$ cat src/rtl/motor_ramp_sequencer.sv
// motor_ramp_sequencer
// Sequences the duty and direction commands of one DC motor channel. The
// applied duty slews toward the software target at a bounded rate. A direction
// change brakes to zero duty and waits until the measured Hall frequency has
// been zero for a qualified time. Only then is the direction flipped and the
// duty ramped back up.
//
// Ports:
//   clk          system clock
//   reset        asynchronous, active-low reset
//   enable       run request from software
//   target_duty  requested duty
//   target_dir   requested direction
//   freq         measured motor frequency from the frequency detector
//   duty_out     applied duty, to the PWM generator
//   dir_out      applied direction, to the motor controller
//   busy         high in RAMP, BRAKE, WAIT_STOP and REVERSE
//   fault        stop-wait timeout
//   state        current state register
//
// state     | meaning
// ----------+----------------------------------------------------------
// IDLE      | disabled, duty forced to zero
// RAMP      | slewing duty toward target_duty
// HOLD      | duty equals target, waiting for a new request
// BRAKE     | slewing duty toward zero
// WAIT_STOP | duty zero, qualifying freq==0 before a direction flip
// REVERSE   | one cycle, applies the new direction
// FAULT     | motor never stopped, held until enable drops
module motor_ramp_sequencer #(
    parameter int DUTY_WIDTH     = 15,
    parameter int FREQ_WIDTH     = 8,
    parameter int RAMP_DIV       = 100_000,
    parameter int RAMP_STEP      = 256,
    parameter int STOP_CYCLES    = 10_000_000,
    parameter int TIMEOUT_CYCLES = 200_000_000
) (
    input  logic                  clk,
    input  logic                  reset,
    input  logic                  enable,
    input  logic [DUTY_WIDTH-1:0] target_duty,
    input  logic                  target_dir,
    input  logic [FREQ_WIDTH-1:0] freq,
    output logic [DUTY_WIDTH-1:0] duty_out,
    output logic                  dir_out,
    output logic                  busy,
    output logic                  fault,
    output logic [2:0]            state
);

    typedef enum logic [2:0] {
        S_IDLE      = 3'd0,
        S_RAMP      = 3'd1,
        S_HOLD      = 3'd2,
        S_BRAKE     = 3'd3,
        S_WAIT_STOP = 3'd4,
        S_REVERSE   = 3'd5,
        S_FAULT     = 3'd6
    } state_t;

    localparam int DIV_W  = $clog2(RAMP_DIV + 1);
    localparam int STOP_W = $clog2(STOP_CYCLES + 1);
    localparam int TO_W   = $clog2(TIMEOUT_CYCLES + 1);

    // Timers are down-counters: loaded with N-1, terminal count at zero.
    localparam logic [DIV_W-1:0]      DIV_LOAD  = DIV_W'(RAMP_DIV - 1);
    localparam logic [STOP_W-1:0]     STOP_LOAD = STOP_W'(STOP_CYCLES - 1);
    localparam logic [TO_W-1:0]       TO_LOAD   = TO_W'(TIMEOUT_CYCLES - 1);
    localparam logic [DUTY_WIDTH-1:0] STEP_MAX  = DUTY_WIDTH'(RAMP_STEP);

    state_t                state_q;
    logic [DUTY_WIDTH-1:0] duty_q;
    logic                  dir_q;
    logic                  busy_q;
    logic                  fault_q;
    logic [DIV_W-1:0]      div_cnt;
    logic [STOP_W-1:0]     stop_cnt;
    logic [TO_W-1:0]       to_cnt;

    logic [DUTY_WIDTH-1:0] goal;
    logic [DUTY_WIDTH-1:0] diff;
    logic [DUTY_WIDTH-1:0] step;
    logic [DUTY_WIDTH-1:0] duty_stepped;
    logic                  going_up;
    logic                  tick;
    logic                  dir_match;
    logic                  freq_zero;

    // The difference is formed before stepping and the step is clamped to it,
    // so the duty lands exactly on the goal and can never wrap.
    always_comb begin
        goal         = (state_q == S_BRAKE) ? '0 : target_duty;
        going_up     = (goal >= duty_q);
        diff         = going_up ? (goal - duty_q) : (duty_q - goal);
        step         = (diff > STEP_MAX) ? STEP_MAX : diff;
        duty_stepped = going_up ? (duty_q + step) : (duty_q - step);
    end

    assign tick      = (div_cnt == '0);
    assign dir_match = (target_dir == dir_q);
    assign freq_zero = (freq == '0);

    always_ff @(posedge clk or negedge reset) begin
        if (!reset) begin
            state_q  <= S_IDLE;
            duty_q   <= '0;
            dir_q    <= 1'b0;
            busy_q   <= 1'b0;
            fault_q  <= 1'b0;
            div_cnt  <= '0;
            stop_cnt <= '0;
            to_cnt   <= '0;
        end else begin
            case (state_q)
                S_IDLE: begin
                    duty_q <= '0;
                    if (enable) begin
                        busy_q <= 1'b1;
                        if (dir_match) begin
                            state_q <= S_RAMP;
                            div_cnt <= DIV_LOAD;
                        end else begin
                            state_q  <= S_WAIT_STOP;
                            stop_cnt <= STOP_LOAD;
                            to_cnt   <= TO_LOAD;
                        end
                    end
                end

                S_RAMP: begin
                    if (!enable || !dir_match) begin
                        state_q <= S_BRAKE;
                        div_cnt <= DIV_LOAD;
                    end else if (duty_q == target_duty) begin
                        state_q <= S_HOLD;
                        busy_q  <= 1'b0;
                    end else begin
                        // Prescaler keeps running across target changes so a
                        // redirect does not restart the tick period.
                        div_cnt <= tick ? DIV_LOAD : div_cnt - 1'b1;
                        if (tick) duty_q <= duty_stepped;
                    end
                end

                S_HOLD: begin
                    if (!enable || !dir_match) begin
                        state_q <= S_BRAKE;
                        busy_q  <= 1'b1;
                        div_cnt <= DIV_LOAD;
                    end else if (target_duty != duty_q) begin
                        state_q <= S_RAMP;
                        busy_q  <= 1'b1;
                        div_cnt <= DIV_LOAD;
                    end
                end

                S_BRAKE: begin
                    if (duty_q == '0) begin
                        if (!enable) begin
                            state_q <= S_IDLE;
                            busy_q  <= 1'b0;
                        end else if (!dir_match) begin
                            state_q  <= S_WAIT_STOP;
                            stop_cnt <= STOP_LOAD;
                            to_cnt   <= TO_LOAD;
                        end else begin
                            state_q <= S_RAMP;
                            div_cnt <= DIV_LOAD;
                        end
                    end else begin
                        div_cnt <= tick ? DIV_LOAD : div_cnt - 1'b1;
                        if (tick) duty_q <= duty_stepped;
                    end
                end

                S_WAIT_STOP: begin
                    duty_q <= '0;
                    if (!enable) begin
                        state_q <= S_IDLE;
                        busy_q  <= 1'b0;
                    end else if (dir_match) begin
                        state_q <= S_RAMP;
                        div_cnt <= DIV_LOAD;
                    end else if (freq_zero && stop_cnt == '0) begin
                        state_q <= S_REVERSE;
                    end else if (to_cnt == '0) begin
                        state_q <= S_FAULT;
                        busy_q  <= 1'b0;
                        fault_q <= 1'b1;
                    end else begin
                        to_cnt   <= to_cnt - 1'b1;
                        // Any motion restarts the zero-frequency qualification.
                        stop_cnt <= freq_zero ? stop_cnt - 1'b1 : STOP_LOAD;
                    end
                end

                S_REVERSE: begin
                    dir_q   <= target_dir;
                    state_q <= S_RAMP;
                    div_cnt <= DIV_LOAD;
                end

                S_FAULT: begin
                    duty_q <= '0;
                    if (!enable) begin
                        state_q <= S_IDLE;
                        fault_q <= 1'b0;
                    end
                end

                default: begin
                    state_q <= S_IDLE;
                    duty_q  <= '0;
                    busy_q  <= 1'b0;
                    fault_q <= 1'b0;
                end
            endcase
        end
    end

    assign duty_out = duty_q;
    assign dir_out  = dir_q;
    assign busy     = busy_q;
    assign fault    = fault_q;
    assign state    = state_q;

endmodule

$ cat config.mk
export PLATFORM = sky130hd
export DESIGN_NAME = motor_ramp_sequencer
export DESIGN_NICKNAME = d
export VERILOG_FILES = /design/src/rtl/motor_ramp_sequencer.sv
export SDC_FILE = /design/constraint.sdc
export NUM_CORES = 1
export LEC_CHECK = 0
export BUFFER_PORTS_ARGS = -buffer_cell sky130_fd_sc_hd__buf_4
export CORE_ASPECT_RATIO = 0.8
export CORE_MARGIN = 5
export CORE_UTILIZATION = 30
export DETAILED_ROUTE_END_ITERATION = 8
export GPL_TIMING_DRIVEN = 0
export PLACE_DENSITY = 0.43
export SYNTH_ARGS = -nofsm -noshare
export SYNTH_HDL_FRONTEND = slang
export SYNTH_SLANG_ARGS = --single-unit
export TNS_END_PERCENT = 30
$ cat constraint.sdc
create_clock -name clk -period 13.2 [get_ports clk]
set_input_delay 0.66 -clock clk [delete_from_list [all_inputs] [get_ports clk]]
set_output_delay 0.66 -clock clk [all_outputs]
set_load 0.01 [all_outputs]
==> results.yml, run 1 <==
outcome:
  status: "finished, final reports clean"
timing:
  slew_viol_final: 0
  worst_pin_slew_ns: 1.18
  fin_crit_sh: 0.677
  finalSetupViolations: 0
  finClkSkew_ns: 0.00890
  hold_viol_final: 0
  setup_tns_ns: 0
  min_period_ns: 8.94
  max_freq_mhz: 112
  slew_headroom: 0.204
  grt_setup_unrepaired: "no"
clock_tree:
  cts_resized: 0
  cts.clk_slew.worst_paths_ns: 0.07
  clockBufferDepth: 2
  htree_levels: 3
  clkLatencyLatePin_ns: 0.36
  clockRootBuffer: "clkbuf_16"
  cts.sinks: 90
  cts_tree: "built"
  post_cts_buffers: 0
  cts_buffers: 9
  holdBufCountCts: 0
pwr:
  power_uw: 2100
  power.leakage_uw: 0.00368
  vdd_drop_max_uv: 89.8
  pwr_density_cell_mw_per_mm2: 235
synth:
  synth_top_area_frac: 0.288
  yosys_warnings: 0
  synth_edf_count: 0
  ys.flop_type: "dfrtp_1"
  netlist_top_cells_area: "dfrtp_1 (29%), ha_1 (8.2%), nand2_1 (6.2%)"
  yosys_register_bits: 90
  synthesis.area_mm2: 0.00782
  synth_cell_type_count: 78
  async_flop_share: 1.00
  netlist_instances: 1007
  postSynthAreaPerCell_um2: 7.77
  synth_seq_area_share: 0.288
  synthesis.nets: 1088
  netlist.top_cell.by_area: "dfrtp_1"
critical_path:
  critPathSlowestCell: "o41ai_1"
  critPathLaunchType: "flop"
  crit_path_frequent_cell: "nand2_1"
  cp_slowest_stage_delay_ns: 0.73
  required_ns: 13.42
  path_max_fanout: 10
  critPathArrivalTime_ns: 9.16
  crit_type: "reg -> reg"
  endpoint_kind: "flop"
detailed_routing:
  post_drt_via_cell_ratio: 5.17
  ant_nets: 0
  drtPass1Iterations: 7
  vias: 7347
  drc_errors: 0
  wl_per_cell_um: 16.7
  drt_wl_total_um: 23700
  drt_iter0_markers: 639
grt:
  antenna_found_initial: 0
  grt_pass1_vias: 6655
  grt_max_degree: 91
  grt_overflow: 0
  grt_use_total: 0.157
  grt_pass1_wl_um: 37300
die:
  die_w_um: 191
  ios: 48
  die_y_um: 154
  rows: 52
  initial_core_util: 0.307
  core_area_mm2: 0.0255
  die-area_mm2: 0.0294
placement:
  dpl_cell_area_mm2: 0.00862
  placedCellCount: 1405
  dp_hpwl_um: 18100
  portBuffers: 47
  finalWeightedCongestion: 0.863
layout:
  design_area_mm2: 0.00895
  drive_gt1_frac: 0.0971
  antenna_cells: 0
  final_nets: 1147
  area_growth_pct: 14.4
  stdcell_count: 1422
  fillers: 2754
  multi_input_area_mm2: 0.00517
  regArea_mm2: 0.00225
  fin_util: 0.351
job:
  drv_cap: 0
worst_hold_path:
  worstHoldPathType: "in -> async"
-- final timing paths --
check / startpoint / to / slack, ns / depth (start not counted)
min in group clk: div_cnt[13] / div_cnt[13] / 0.48 / 1
worst max register to register: state[2] / duty_out[14] / 4.26 / 33
worst min register to register: div_cnt[13] / div_cnt[13] / 0.48 / 1
max in group asynchronous: reset / to_cnt[15] / 12.30 / 2
worst min-delay path: reset / stop_cnt[21] / 0.23 / 1
worst max-delay path: state[2] / duty_out[14] / 4.26 / 33
-- through the flow --
stage | setup slack (ns) | hold WS, ns
after CTS | 4.35 | 0.483
after global routing | 3.53 | 0.255
after floorplan | 6.22 | 0.364
after global placement | 4.25 | 0.476
after detailed placement | 4.41 | 0.476
final | 4.26 | 0.228
-- registers in the layout, indices dropped and copies added, names as in the netlist --
register  count
busy          1
dir_out       1
div_cnt      17
duty_out     15
fault         1
state         3
stop_cnt     24
to_cnt       28
-- cells in the mapped netlist (4+ instances only) --
library cell,instances
nand2_1,130
dfrtp_1,90
o21ai_0,90
nor2_1,73
a21oi_1,64
inv_1,60
ha_1,51
xnor2_1,47
nor3_1,38
nand3_1,37
or3_1,25
nor4_1,21
clkbuf_1,19
xor2_1,18
and2_1,15
nand4_1,14
nor2b_1,13
and3_1,11
buf_2,11
nand2b_1,11
o211ai_1,11
o31ai_1,11
a211oi_1,9
a21o_1,8
a31oi_1,8
o41ai_1,8
o22ai_1,7
o21a_1,6
o21ai_1,6
o21bai_1,5
o31a_1,5
a21boi_0,4
a21oi_2,4
and4_1,4
mux2_2,4
or4_1,4
-- per-layer routing --
metal | wire, um | global-route usage
met4 | 173 | 0.0274
met3 | 1210 | 0.0313
met1 | 13100 | 0.256
met5 | 0 | 0
met2 | 9280 | 0.213
-- cell type report --
cell class | instances | area share
sequential | 90 | 0.252
inverter | 60 | 0.0252
timing repair buffer | 48 | 0.0425
clock buffer | 13 | 0.0291
buffer | 37 | 0.0200
clock inverter | 3 | 0.00531
tap | 351 | 0.0491
multi-input combinational | 820 | 0.577
-- logic make-up (layout without fill, tap and decap cells) --
family	after synthesis	in the layout	synth area share
xor+xnor	65	65	0.0728
fa+ha+maj	54	54	0.0892
mux	6	6	0.00832
simple gates	420	420	0.269
compound gates	275	275	0.221
buf+inv	97	161	0.0517
flops	90	90	0.288
-- cell usage in the layout (no fill, tap or decap), types with 5 or more instances in the layout --
cell | netlist | final
nand2b_1 | 11 | 11
o41ai_1 | 8 | 8
buf_2 | 11 | 11
and2_1 | 15 | 15
or3_1 | 25 | 25
o22ai_1 | 7 | 7
o31ai_1 | 11 | 11
nand3_1 | 37 | 37
o31a_1 | 5 | 5
o21bai_1 | 5 | 5
o21ai_1 | 6 | 6
dfrtp_1 | 90 | 90
nor2_1 | 73 | 73
a21oi_1 | 64 | 64
inv_1 | 60 | 60
clkbuf_16 | 0 | 9
clkbuf_1 | 19 | 21
nand2_1 | 130 | 130
a211oi_1 | 9 | 9
o211ai_1 | 11 | 11
nor2b_1 | 13 | 13
and3_1 | 11 | 11
xnor2_1 | 47 | 47
o21ai_0 | 90 | 90
a31oi_1 | 8 | 8
a21o_1 | 8 | 8
o21a_1 | 6 | 6
xor2_1 | 18 | 18
nor4_1 | 21 | 21
ha_1 | 51 | 51
nor3_1 | 38 | 38
buf_4 | 1 | 48
nand4_1 | 14 | 14
-- worst max-delay path, delay by kind of cell (launching register included) --
kind	cells	cell delay, ns
compound gates	13	3.81
simple gates	12	2.39
flops	1	0.37
fa+ha+maj	3	0.99
buf+inv	5	1.24
-- power by group --
group / switching (uW) / leakage [uW] / internal, uW
Clock: 114 / 0.000150 / 158
Combinational: 816 / 0.00247 / 528
Sequential: 120 / 0.00106 / 368
Total: 1050 / 0.00368 / 1050
Power figures use the tool's default switching activity.
==> run 2: changes to the inputs <==
==> constraint.sdc (replaced) <==
create_clock -name clk -period 8.62 [get_ports clk]
set_input_delay 0.431 -clock clk [delete_from_list [all_inputs] [get_ports clk]]
set_output_delay 0.431 -clock clk [all_outputs]
set_load 0.01 [all_outputs]
==> run 2 against run 1 <==
Sequential share of layout area barely moved. Non-clock buffer count fell by 1. Fmax rose by 12%. Clock skew fell by 0.0015 ns. Hold slack got worse by 0.23 ns. Sequential cell count did not move. Wire length barely moved. Largest power group unchanged. Clock power rose by 53%. Core utilization rose by 0.069 points. The run now ends with negative hold slack left. Combinational power rose by 54%.
==> results.yml, run 2 (synthesis results as in run 1) <==
timing:
  grt_setup_unrepaired: "no"
  worst_pin_slew_ns: 1.26
  finalSetupViolations: 0
  max_freq_mhz: 125
  slew_viol_final: 0
  finClkSkew_ns: 0.00742
  slew_headroom: 0.155
  fin_ws_ns: 0.633
  fin_hold_ws_ns: -0.000235
  fin_crit_sh: 0.927
  setup_tns_ns: 0
  hold_viol_final: 1
  min_period_ns: 7.99
placement:
  dp_hpwl_um: 18100
  dpl_cell_area_mm2: 0.00862
  place_ws_ns: -0.168
  portBuffers: 47
  finalWeightedCongestion: 0.863
detailed_routing:
  drt_iter0_markers: 676
  post_drt_via_cell_ratio: 5.18
  drc_errors: 0
  wl_per_cell_um: 16.7
  ant_nets: 0
  vias: 7364
  drtPass1Iterations: 7
  drt_wl_total_um: 23700
layout:
  final_common_cell: "nand2_1"
  top_register: "to_cnt"
  regArea_mm2: 0.00225
  drive_gt1_frac: 0.0991
  antenna_cells: 0
  layout_common_cells: "nand2_1 (130), o21ai_0 (90), dfrtp_1 (90), nor2_1 (73), a21oi_1 (64)"
  multi_input_area_mm2: 0.00519
  largest_reg_flops: 28
  area_growth_pct: 14.6
  top_regs: "to_cnt x28, stop_cnt x24, div_cnt x17"
  design_area_mm2: 0.00897
  final_nets: 1146
  fillers: 2753
  fin_util: 0.352
clock_tree:
  htree_levels: 3
  cts.clk_slew.worst_paths_ns: 0.07
  cts_buffers: 9
  clockBufferDepth: 2
  cts_tree: "built"
  clockRootBuffer: "clkbuf_16"
  cts.sinks: 90
  clkLatencyLatePin_ns: 0.36
  post_cts_buffers: 0
pwr:
  power_uw: 3240
  pwr_density_cell_mw_per_mm2: 361
  vdd_drop_max_uv: 144
  power.leakage_uw: 0.00369
critical_path:
  cp_slowest_stage_delay_ns: 0.42
  critPathSlowestCell: "or3_1"
  required_ns: 8.84
  endpoint_kind: "flop"
  critPathArrivalTime_ns: 8.21
  critPathLaunchType: "flop"
  crit_path_frequent_cell: "nand2_1"
  path_max_fanout: 18
  crit_type: "reg -> reg"
grt:
  grt_max_degree: 91
  grt_overflow: 0
  met3_usage: 0.0313
  grt_pass1_vias: 6649
  grt_busiest_layer: "met1"
  grt_pass1_wl_um: 37300
  grt_use_total: 0.157
  use_met1: 0.256
  antenna_found_initial: 0
  grt_use_met2: 0.213
die:
  die-area_mm2: 0.0294
  initial_core_util: 0.307
  die_y_um: 154
  die_w_um: 191
  rows: 52
  core_area_mm2: 0.0255
  ios: 48
outcome:
  status: "complete, but fails checks"
  violations: "negative hold slack"
worst_hold_path:
  worstHoldPathType: "in -> async"
job:
  drv_cap: 0
==> run 2: layout make-up <==
class                           count  share of cell area
Sequential cell                    90               0.251
Clock buffer                       13              0.0290
Tap cell                          351              0.0490
Multi-Input combinational cell    820               0.579
Buffer                             36              0.0195
Clock inverter                      3             0.00530
Inverter                           60              0.0251
Timing Repair Buffer               48              0.0424
==> run 2: path summary, 6_finish.rpt <==
check	endpoint	startpoint	slack, ns	depth (start not counted)
hold reg to reg	div_cnt[13]	div_cnt[13]	0.48	1
hold / removal	stop_cnt[21]	reset	-0.0002	1
setup reg to reg	duty_out[14]	state[2]	0.63	32
setup / recovery	duty_out[14]	state[2]	0.63	32
max in group asynchronous	to_cnt[15]	reset	7.95	2
min in group clk	dir_out	target_dir	0.32	2
==> run 2: per-stage QoR <==
stage / std cells / hold slack, ns
final: 1421 / -0.000235
after global routing: 1421 / 0.0256
after CTS: 1420 / 0.306
after detailed placement: 1405 / 0.476
after global placement: 1405 / 0.476
after floorplan: 1007 / 0.135
==> run 2: where the power goes <==
| group | internal (uW) | switching, uW |
|---|---|---|
| Sequential | 563 | 185 |
| Combinational | 812 | 1260 |
| Clock | 242 | 173 |
| Total | 1620 | 1620 |
==> run 2: per-layer routing <==
| layer | vias up | share of wire |
|---|---|---|
| met1 | 3453 | 0.55 |
| met3 | 15 | 0.050 |
| met5 | - | 0 |
| li1 | 3742 | - |
| met4 | 0 | 0.0075 |
| met2 | 154 | 0.39 |
==> run 2: repair_timing <==
item / in CTS / in global routing
hold buffers: 0 / 0
resized for setup: 1 / 3
pin swaps: 0 / 1
endpoints found under the setup margin: 1 / 2
gates cloned: 0 / 0
==> run 2: worst max-delay path: cells and delay by family (launching register included) <==
family	cells	cell delay (ns)
flops	1	0.37
simple gates	12	2.28
compound gates	13	3.41
buf+inv	4	0.77
fa+ha+maj	3	1.00
==> run 3: changes to the inputs <==
--- a/config.mk
+++ b/config.mk
@@ -8,10 +8,11 @@
 export BUFFER_PORTS_ARGS = -buffer_cell sky130_fd_sc_hd__buf_4
 export CORE_ASPECT_RATIO = 0.8
 export CORE_MARGIN = 5
-export CORE_UTILIZATION = 30
+export CORE_UTILIZATION = 40
 export DETAILED_ROUTE_END_ITERATION = 8
 export GPL_TIMING_DRIVEN = 0
-export PLACE_DENSITY = 0.43
+export PLACE_DENSITY_LB_ADDON = 0.1
+export SLEW_MARGIN = 10
 export SYNTH_ARGS = -nofsm -noshare
 export SYNTH_HDL_FRONTEND = slang
 export SYNTH_SLANG_ARGS = --single-unit
==> run 3 against run 2 <==
The run now ends clean. Design area fell by 1.8%. Critical path depth did not move. Highest routed layer unchanged. Final cell count fell by 6.6%. Largest cell class unchanged. Largest power group unchanged.
==> results.yml, run 3 (synthesis results as in run 1) <==
outcome:
  status: "finished, final reports clean"
die:
  core_area_mm2: 0.0191
  rows: 45
  die_y_um: 135
  die_w_um: 166
  die-area_mm2: 0.0225
  ios: 48
  initial_core_util: 0.410
timing:
  min_period_ns: 7.87
  worst_pin_slew_ns: 1.23
  fin_hold_ws_ns: 0.156
  slew_viol_final: 0
  hold_viol_final: 0
  max_freq_mhz: 127
  finClkSkew_ns: 0.0130
  fin_crit_sh: 0.913
  grt_setup_unrepaired: "no"
  slew_headroom: 0.175
  finalSetupViolations: 0
layout:
  top_register: "to_cnt"
  top_regs: "to_cnt x28, stop_cnt x24, div_cnt x17"
  final_common_cell: "nand2_1"
  antenna_cells: 0
  drive_gt1_frac: 0.100
  final_nets: 1145
  largest_reg_flops: 28
  layout_common_cells: "nand2_1 (130), o21ai_0 (90), dfrtp_1 (90), nor2_1 (73), a21oi_1 (64)"
  area_growth_pct: 12.6
grt:
  met3_usage: 0.0354
  grt_pass1_vias: 6776
  grt_max_degree: 91
  grt_use_total: 0.190
  grt_pass1_wl_um: 35400
  grt_overflow: 0
  grt_use_met2: 0.284
  grt_busiest_layer: "met1"
  antenna_found_initial: 0
  use_met1: 0.290
detailed_routing:
  ant_nets: 0
  wl_per_cell_um: 16.3
  drt_wl_total_um: 21600
  drc_errors: 0
  post_drt_via_cell_ratio: 5.58
  vias: 7399
  drt_iter0_markers: 618
  drtPass1Iterations: 6
clock_tree:
  cts_tree: "built"
  clockRootBuffer: "clkbuf_16"
  clockBufferDepth: 2
  cts.sinks: 90
  htree_levels: 3
  clkLatencyLatePin_ns: 0.35
  cts_buffers: 9
  cts.clk_slew.worst_paths_ns: 0.07
critical_path:
  crit_type: "reg -> reg"
  critPathLaunchType: "flop"
  required_ns: 8.83
  crit_path_frequent_cell: "nand2_1"
  cp_slowest_stage_delay_ns: 0.55
  endpoint_kind: "flop"
  path_max_fanout: 18
  critPathArrivalTime_ns: 8.09
  critPathSlowestCell: "o41ai_2"
placement:
  dp_hpwl_um: 16600
  portBuffers: 47
  finalWeightedCongestion: 0.883
pwr:
  power_uw: 3170
  pwr_density_cell_mw_per_mm2: 360
  power.leakage_uw: 0.00367
  vdd_drop_max_uv: 136
job:
  drv_cap: 0
worst_hold_path:
  worstHoldPathType: "in -> async"
## run 3: per-layer routing
metal,wire (um),share of wire
met3,1100,0.051
met4,155,0.0072
met1,11200,0.52
met5,0,0
met2,9120,0.42
## run 3: area by class of cell
cell class | count | area (um2)
multi-input combinational | 820 | 5180
clock inverter | 7 | 70.1
fill | 1952 | 10300
tap | 258 | 323
sequential | 90 | 2250
timing repair buffer | 47 | 357
inverter | 60 | 225
buffer | 36 | 175
clock buffer | 9 | 225
## run 3: worst max-delay path: cells and delay by family (launching register included)
kind | cells | cell delay (ns)
adders and majority gates | 3 | 0.97
and+or+nand+nor | 12 | 2.21
buffers and inverters | 4 | 0.79
DFF | 1 | 0.37
AOI/OAI and AO/OA | 13 | 3.39
## run 3: worst paths after layout
path	from	end	slack, ns	cells after the start
max	state[2]	duty_out[14]	0.75	32
min	reset	to_cnt[19]	0.16	1
max reg2reg	state[2]	duty_out[14]	0.75	32
min reg2reg	div_cnt[13]	div_cnt[13]	0.49	1
max in group asynchronous	reset	duty_out[1]	7.91	1
min in group clk	target_dir	dir_out	0.33	2
## run 3: where the power goes
part / switching, uW / internal, uW / total [uW]
logic: 1230 / 810 / 2040
clock network: 184 / 203 / 387
registers: 185 / 562 / 748
total: 1600 / 1580 / 3170
## run 3: per-stage QoR
step	cell area [um2]	util	setup TNS (ns)	setup slack, ns	std cells
2_1_floorplan	7820	-	0	1.64	1007
5_1_grt	8810	0.461	0	0.0669	1327
3_5_place_dp	8500	0.445	0	0.0412	1312
6_report	8810	0.461	0	0.747	1327
4_1_cts	8790	0.461	0	0.370	1327
3_3_place_gp	8500	0.445	-0.0166	-0.0166	1312
## run 3: repair_timing
action,in CTS,in global routing
buffers inserted,0,0
hold buffers,0,0
setup endpoints to repair,1,2
resized for setup,0,3
